===== config.mk =====
export PLATFORM = sky130hd
export DESIGN_NAME = floor_scroller
export DESIGN_NICKNAME = d
export VERILOG_FILES = /design/src/rtl/floor_pkg.sv /design/src/rtl/floor_lfsr.sv /design/src/rtl/floor_scroller.sv
export SDC_FILE = /design/constraint.sdc
export NUM_CORES = 1
export LEC_CHECK = 0
export CORE_ASPECT_RATIO = 0.6
export CORE_MARGIN = 2
export CORE_UTILIZATION = 46
export CTS_CLUSTER_DIAMETER = 200
export DETAILED_ROUTE_END_ITERATION = 8
export GPL_TIMING_DRIVEN = 0
export PLACE_DENSITY = 0.77
export SYNTH_ARGS = -nofsm -noshare
export SYNTH_HDL_FRONTEND = slang
export SYNTH_HIERARCHICAL = 1
export SYNTH_SLANG_ARGS = --single-unit

===== constraint.sdc =====
create_clock -name clk -period 2 [get_ports clk]
set_input_delay 0.4 -clock clk [delete_from_list [all_inputs] [get_ports clk]]
set_output_delay 0.4 -clock clk [all_outputs]
set_load 0.02 [all_outputs]

===== src/rtl/floor_pkg.sv =====
// Shared definitions for floor_scroller: speed-tier thresholds, tier enum and reset layout.
// The LFSR tap mask exists only when FLOOR_RANDOM_X_EN is defined.
package floor_pkg;

    localparam logic [8:0] TIER2_MIN    = 9'd80;
    localparam logic [8:0] TIER3_MIN    = 9'd160;
    localparam logic [8:0] TIER4_MIN    = 9'd240;
    localparam logic [8:0] TIER_OFF_MIN = 9'd320;

`ifdef FLOOR_RANDOM_X_EN
    // Fibonacci taps 16,14,13,11 -> state bits 15,13,12,10
    localparam logic [15:0] LFSR_TAPS = 16'hB400;
`endif

    typedef enum logic [2:0] {T0, T1, T2, T3, T4} tier_t;

    function automatic tier_t tier_of(input logic [8:0] gap);
        if (gap == 9'd0 || gap >= TIER_OFF_MIN) return T0;
        if (gap < TIER2_MIN)                    return T1;
        if (gap < TIER3_MIN)                    return T2;
        if (gap < TIER4_MIN)                    return T3;
        return T4;
    endfunction

    function automatic int unsigned init_y(input int unsigned idx, input int unsigned spacing);
        return idx * spacing;
    endfunction

    function automatic int unsigned init_x(input int unsigned idx, input int unsigned base,
                                           input int unsigned stride);
        return base + (idx % 4) * stride;
    endfunction

endpackage


===== src/rtl/floor_lfsr.sv =====
// 16-bit Fibonacci LFSR supplying recycle x offsets; built only with FLOOR_RANDOM_X_EN.
`ifdef FLOOR_RANDOM_X_EN
module floor_lfsr
    import floor_pkg::*;
#(
    parameter logic [15:0] SEED = 16'hACE1
) (
    input  logic       clk,
    input  logic       rst,
    output logic [8:0] rand_bits
);

    logic [15:0] state;

    always_ff @(posedge clk or negedge rst) begin
        if (!rst) state <= SEED;
        else      state <= {state[14:0], ^(state & LFSR_TAPS)};
    end

    assign rand_bits = state[8:0];

endmodule
`endif


===== src/rtl/floor_scroller.sv =====
// Scrolls N_FLOORS live platforms on ceiling pressure and publishes frame-synchronised snapshots.
// FLOOR_RANDOM_X_EN: recycled floors take an LFSR-derived x instead of their reset column.
module floor_scroller
    import floor_pkg::*;
#(
    parameter int unsigned N_FLOORS  = 8,
    parameter int unsigned COORD_W   = 10,
    parameter int unsigned SCREEN_H  = 480,
    parameter int unsigned SPACING   = 60,
    parameter int unsigned X_BASE    = 150,
    parameter int unsigned X_STRIDE  = 150,
    parameter int unsigned X_MIN     = 100,
    parameter int unsigned X_MAX     = 550,
    parameter logic [15:0] LFSR_SEED = 16'hACE1
) (
    input  logic                          clk,
    input  logic                          rst,
    input  logic                          step,
    input  logic                          frame_tick,
    input  logic                          hit_ceiling,
    input  logic [8:0]                    time_gap,
    output logic [N_FLOORS*COORD_W-1:0]   floor_x,
    output logic [N_FLOORS*COORD_W-1:0]   floor_y,
    output logic [N_FLOORS-1:0]           enable,
    output logic                          recycle_pulse,
    output logic [15:0]                   scroll_px
);

    localparam logic [COORD_W-1:0] Y_TOP = COORD_W'(SCREEN_H - 1);

    if (N_FLOORS < 2 || N_FLOORS > 16 || (N_FLOORS - 1) * SPACING >= SCREEN_H ||
        X_MAX < X_MIN || X_MAX - X_MIN + 1 < 256 || X_MAX - X_MIN + 1 > 512 ||
        LFSR_SEED == 16'h0) begin : g_bad_cfg
        $error("floor_scroller: invalid parameter set");
    end

    tier_t               tier;
    logic                tier_hit;
    logic                scroll;
    logic [2:0]          phase;
    logic [N_FLOORS-1:0] at_top;

    always_comb begin
        tier     = tier_of(time_gap);
        tier_hit = 1'b0;
        case (tier)
            T1:      tier_hit = 1'b1;
            T2:      tier_hit = (phase[0] == 1'b0);
            T3:      tier_hit = (phase[1:0] == 2'b00);
            T4:      tier_hit = (phase == 3'b000);
            default: tier_hit = 1'b0;
        endcase
        scroll = step & hit_ceiling & tier_hit;
    end

    always_ff @(posedge clk or negedge rst) begin
        if (!rst) begin
            phase         <= '0;
            scroll_px     <= '0;
            recycle_pulse <= 1'b0;
        end else begin
            if (!hit_ceiling) phase <= '0;
            else if (step)    phase <= phase + 3'd1;
            if (scroll && scroll_px != '1) scroll_px <= scroll_px + 16'd1;
            recycle_pulse <= scroll & (|at_top);
        end
    end

`ifdef FLOOR_RANDOM_X_EN
    localparam logic [9:0] X_SPAN = 10'(X_MAX - X_MIN + 1);

    logic [8:0]         rand_bits;
    logic [9:0]         r_ext;
    logic [9:0]         r_adj;
    logic [COORD_W-1:0] x_recycle;

    floor_lfsr #(.SEED(LFSR_SEED)) u_lfsr (
        .clk       (clk),
        .rst       (rst),
        .rand_bits (rand_bits)
    );

    // A single conditional subtract suffices because the span is at least 256 and r < 512.
    always_comb begin
        r_ext     = {1'b0, rand_bits};
        r_adj     = (r_ext >= X_SPAN) ? r_ext - X_SPAN : r_ext;
        x_recycle = COORD_W'(X_MIN) + COORD_W'(r_adj);
    end
`endif

    for (genvar i = 0; i < N_FLOORS; i++) begin : g_floor
        localparam logic [COORD_W-1:0] Y0 = COORD_W'(init_y(i, SPACING));
        localparam logic [COORD_W-1:0] X0 = COORD_W'(init_x(i, X_BASE, X_STRIDE));

        logic [COORD_W-1:0] y_live, x_live, y_snap, x_snap;

        assign at_top[i] = (y_live == Y_TOP);

        always_ff @(posedge clk or negedge rst) begin
            if (!rst) begin
                y_live <= Y0;
                x_live <= X0;
                y_snap <= Y0;
                x_snap <= X0;
            end else begin
                if (frame_tick) begin
                    y_snap <= y_live;
                    x_snap <= x_live;
                end
                if (scroll) begin
                    if (at_top[i]) begin
                        y_live <= '0;
`ifdef FLOOR_RANDOM_X_EN
                        x_live <= x_recycle;
`endif
                    end else begin
                        y_live <= y_live + 1'b1;
                    end
                end
            end
        end

        assign floor_y[i*COORD_W +: COORD_W] = y_snap;
        assign floor_x[i*COORD_W +: COORD_W] = x_snap;
    end

    // Live floors are never disabled, so the snapshot of their enable bits is constant.
    assign enable = '1;

endmodule


* Word level (Yosys, flattened, before mapping)
Index checks and enable logic that the tools add are counted.
** Storage, ports and cells
- Register bits after elaboration :: 260
- Input bits :: 14
- Output and inout bits :: 185
- Word-level logic and storage cells :: 94
** Cells by class
- Add/sub/neg operators :: 10
- $lt $le $gt $ge :: 4
- Eq/ne operators :: 14
- Multiplexer cells :: 29
- Bitwise logic cells :: 4
- Reduce and logical (&&, ||, !) cells :: 6
** Operators by type and width (count)
- adder 10 x 1 -> 10 bit (second input constant) :: 8
- equality test 10 x 9 -> 1 bit (second input constant) :: 8
- 2-to-1 mux 10 bit :: 8
- 2-to-1 mux 3 bit :: 10
- < comparator 9 x 8 -> 1 bit (second input constant) :: 2
- adder 16 x 1 -> 16 bit (second input constant) :: 1
- inequality test 16 bit (second input constant) :: 1
- 2-to-1 mux 1 bit :: 10
- greater-or-equal comparator 9 bit (second input constant) :: 1
- zero test 9 bit :: 1
- < comparator 9 x 7 -> 1 bit (second input constant) :: 1
- OR reduction 8 bit :: 1
- equality test 3 x 2 -> 1 bit (second input constant) :: 2
- one-hot mux 1 bit (4 select lines) :: 1
- adder 3 x 1 -> 3 bit (second input constant) :: 1
- AND 1 bit :: 3
- equality test 3 x 1 -> 1 bit (second input constant) :: 1
- equality test 3 bit (second input constant) :: 1
- zero test 3 bit :: 1
- zero test 2 bit :: 1
- inequality test 2 bit (second input constant) :: 1
- logical AND 1 bit :: 1
- logical OR 1 bit :: 1
- NOT 1 bit :: 1

* Depth between registers and ports, before layout
- Depth after elaboration :: 17
- Depth in mapped cells :: 9
- Depth with buffers taken out :: 6

* Worst setup path after synthesis
Ideal clock, no wire load.
- Path kind :: register to register
- Start point :: reg scroll_px[0]
- End point :: reg scroll_px[1]
- Setup time :: 0.125 ns
- Data arrival time :: 1.908 ns
- Required time :: 1.875 ns
- Path slack :: -0.033 ns
- Cell stages (with the launch flop) :: 8
- Path buffers :: 1
- Clock period less this slack :: 2.033 ns
- Cells stage by stage :: dfrtp_1 ha_1 and2_1 buf_2 nand4_1 o311ai_2 nor2_1 mux2_2
** On the way
- Longest elaborated chain between the ends :: 2
- Elaborated cells on any way between the ends :: 3
- Classes of those cells :: add/sub: 1; eq/ne: 1; reduce/logical: 1
** RTL lines
- start, declared :: line floor_scroller.sv:26 : output logic [15:0] scroll_px
- start signal, assigned :: line floor_scroller.sv:64 : if (scroll && scroll_px != '1) scroll_px <= scroll_px + 16'd1;
- branches (longest 2 deep; another with adder 16 x 1 -> 16 bit)
Several ways; the timed one is not identified.
A chain may end at the register's enable or synchronous reset.

* Final worst setup path
- Start point :: reg scroll_px[0]
- End point :: reg scroll_px[2]
Same word-level chain as after synthesis.

==> impl_metrics.ini <==
[floorplanning]
ioPinCount = 199
die_y_um = 112
row_count = 39
start_util = 0.472
die_x_um = 185
core_um2 = 19100
die_area_um2 = 20700

[timing]
hold_viol_final = 0
fin_crit_sh = 1.02
fin_worst_skew_ns = 0.00727
grt_setup_unrepaired = true
period_minus_slack_ns = 2.03
slew_headroom = 0.442
clock.fmax_ghz = 0.493
setup_viol = 7
whs_ns = 0.0195
finalMaxSlewViolations = 0
worst_pin_slew_ns = 0.838
worst_slack_ns = -0.0304

[grt]
grt_usage = 0.231
grt_remaining_overflow = 0
met1_usage = 0.342
grt_pass1_wl_um = 36900
grt_util_met2 = 0.324
busiest_layer = met1
antenna_found_initial = 0
grtUsageMet3 = 0.0655
grt_max_degree = 104
grt_pass1_vias = 6662

[yosys]
yosys-top-cells-area = dfrtp_1 34%, dfstp_2 16%, mux2_2 12%, buf_4 7.3%, o31ai_1 2.5%
async_flop_share = 1.00
yosysSeqAreaShare = 0.508
synth.most_common_cell = dfrtp_1
yosysTopAreaCellShare = 0.345
synthTopCellsByCount = 124 x dfrtp_1, 99 x mux2_2, 88 x buf_4
syn_area_um2 = 9000
synth_edf_count = 0
synthFlopType = dfrtp_1
ys_warn_count = 166
ys_ff_latch = 180
synth_top_area_cell = dfrtp_1
synthCells = 798
avgSynthCellArea_um2 = 11.3
netlist-cell-type-count = 54

[setup_path]
criticalPathCategory = reg -> reg
end_kind = register
critPathMaxFanout = 5
crit_required_ns = 2.32
crit_arrival_ns = 2.35
critPathLaunchType = register

[flow_run]
maxCapViolations = 0

[drt]
post_drt_wl_per_cell_um = 18.8
drt_wl_total_um = 24400
vias_per_cell = 5.41
drc = 0
dr.pass1.iters = 5
num_vias = 7045
ant_nets = 0
detail_route.iter0.violations = 906

[clock_tree]
insertion_delay_ns = 0.43
cts_tree = yes
cts.sinks = 180
clk_pin_slew_ns = 0.07
clock-root-buffer = clkbuf_16
numCtsBuffers = 17
cts_buffer_depth = 2
htree_levels = 4
holdBufCountCts = 0

[finish]
area_growth_pct = 33.0
fill_cells = 1452
antenna_cells = 0
stdcell_area_um2 = 12000
fin_nets = 1050
drive_gt1_frac = 0.355

[run_status]
status = complete, but fails checks
violations = setup timing

[pwr]
irDropWorstVdd_mv = 0.652
power_density_nw_per_um2 = 980
power.leakage_nw = 5.40

[place]
portBuffers = 109
hpwl_um = 16100
gp_congestion = 0.893
place_area_um2 = 10800

[min_path]
min_path_type = in -> async
## worst max-delay path, stage by stage, from the launching register on
cell	delay, ns
dfrtp_1	0.41
ha_2	0.20
and2_4	0.14
buf_6	0.10
nand4_1	0.18
o311ai_4	0.47
buf_6	0.18
nor3b_2	0.05
xor2_1	0.17
## kinds of logic after synthesis
family / synth area share
XOR/XNOR: 0.0331
AND/OR/NAND/NOR: 0.132
buffers and inverters: 0.0987
adder cells (fa/ha/maj): 0.0153
flip-flops: 0.508
multiplexers: 0.128
other: 0.000834
AO/OA/AOI/OAI: 0.0834
## cells in the final DEF, fill, tap and decap left out, types with 5 or more instances in the layout
| cell type | count |
|---|---|
| dfrtp_1 | 124 |
| buf_4 | 106 |
| mux2_2 | 98 |
| conb_1 | 88 |
| clkdlybuf4s50_1 | 83 |
| dfstp_2 | 56 |
| nand2_1 | 44 |
| nand3_1 | 42 |
| nor2_1 | 30 |
| o31ai_1 | 23 |
| xor2_1 | 23 |
| inv_1 | 17 |
| clkbuf_16 | 17 |
| dlymetal6s2s_1 | 17 |
| nor4_1 | 15 |
| o21ai_0 | 15 |
| nand4_1 | 15 |
| xnor2_1 | 11 |
| clkbuf_1 | 11 |
| nor3_1 | 11 |
| nor4_4 | 11 |
| a21oi_1 | 10 |
| a31oi_1 | 9 |
| ha_1 | 9 |
| dlygate4sd2_1 | 8 |
| buf_6 | 7 |
| o31ai_2 | 7 |
| a41oi_1 | 7 |
| nor2b_1 | 7 |
| nor3_2 | 7 |
| clkbuf_2 | 6 |
| a21o_1 | 6 |
| and3_1 | 6 |
| nor4_2 | 5 |
| nor4b_2 | 5 |
| o21a_1 | 5 |
## registers in the layout, summed over array words and instances, names as in the netlist
name and count:
g_floor.y_live 80, scroll_px 16, recycle_pulse 1, phase 3
g_floor.y_snap 80
## per-stage QoR
stage | setup TNS [ns] | instances | util | total power [mW] | setup slack, ns
2_1_floorplan | 0 | 884 | - | 6.95 | 0.0149
3_3_place_gp | -1160.82 | 1259 | 0.564 | 8.30 | -6.79
3_5_place_dp | -71.00 | 1260 | 0.566 | 8.41 | -0.982
4_1_cts | 0 | 1295 | 0.608 | 11.7 | 0.00222
5_1_grt | -1.15 | 1303 | 0.628 | 12.3 | -0.105
6_report | -0.150 | 1303 | 0.628 | 11.7 | -0.0304
## layout make-up
class | count | area [µm²] | area share
inverter | 17 | 63.8 | 0.00533
tap | 266 | 333 | 0.0278
timing repair buffer | 123 | 1260 | 0.105
multi-input combinational | 564 | 4300 | 0.359
buffer | 122 | 895 | 0.0747
clock buffer | 20 | 447 | 0.0373
clock inverter | 11 | 105 | 0.00878
sequential | 180 | 4570 | 0.382
## power breakdown
part	total (mW)	internal, mW	switching, mW	leakage [nW]
clock	3.20	1.75	1.46	0.259
combinational	3.29	1.56	1.73	2.94
sequential	5.25	4.48	0.768	2.21
## final timing paths
| path | slack [ns] | cells after the start | from | to |
|---|---|---|---|---|
| min in group clk | 0.44 | 3 | step | phase[1] |
| setup / recovery | -0.03 | 8 | scroll_px[0] | scroll_px[2] |
| hold / removal | 0.02 | 1 | rst | g_floor[2].y_snap[8] |
| hold reg to reg | 0.50 | 1 | g_floor[6].y_live[9] | g_floor[6].y_live[9] |
| setup reg to reg | -0.03 | 8 | scroll_px[0] | scroll_px[2] |
| max in group asynchronous | 1.10 | 2 | rst | g_floor[3].y_live[2] |
## per-layer routing
metal,part of all wire,wire [µm]
met1,0.45,11100
met2,0.44,10600
met3,0.091,2240
met4,0.020,489
met5,0,0
## what timing repair did
action / 4_1_cts / 5_1_grt
buffers inserted: 5 / 7
cloned: 0 / 1
pin swaps: 4 / 10
resized for setup: 61 / 75
endpoints found under the setup margin: 99 / 93
No activity file was read; power rests on OpenSTA's default activity.
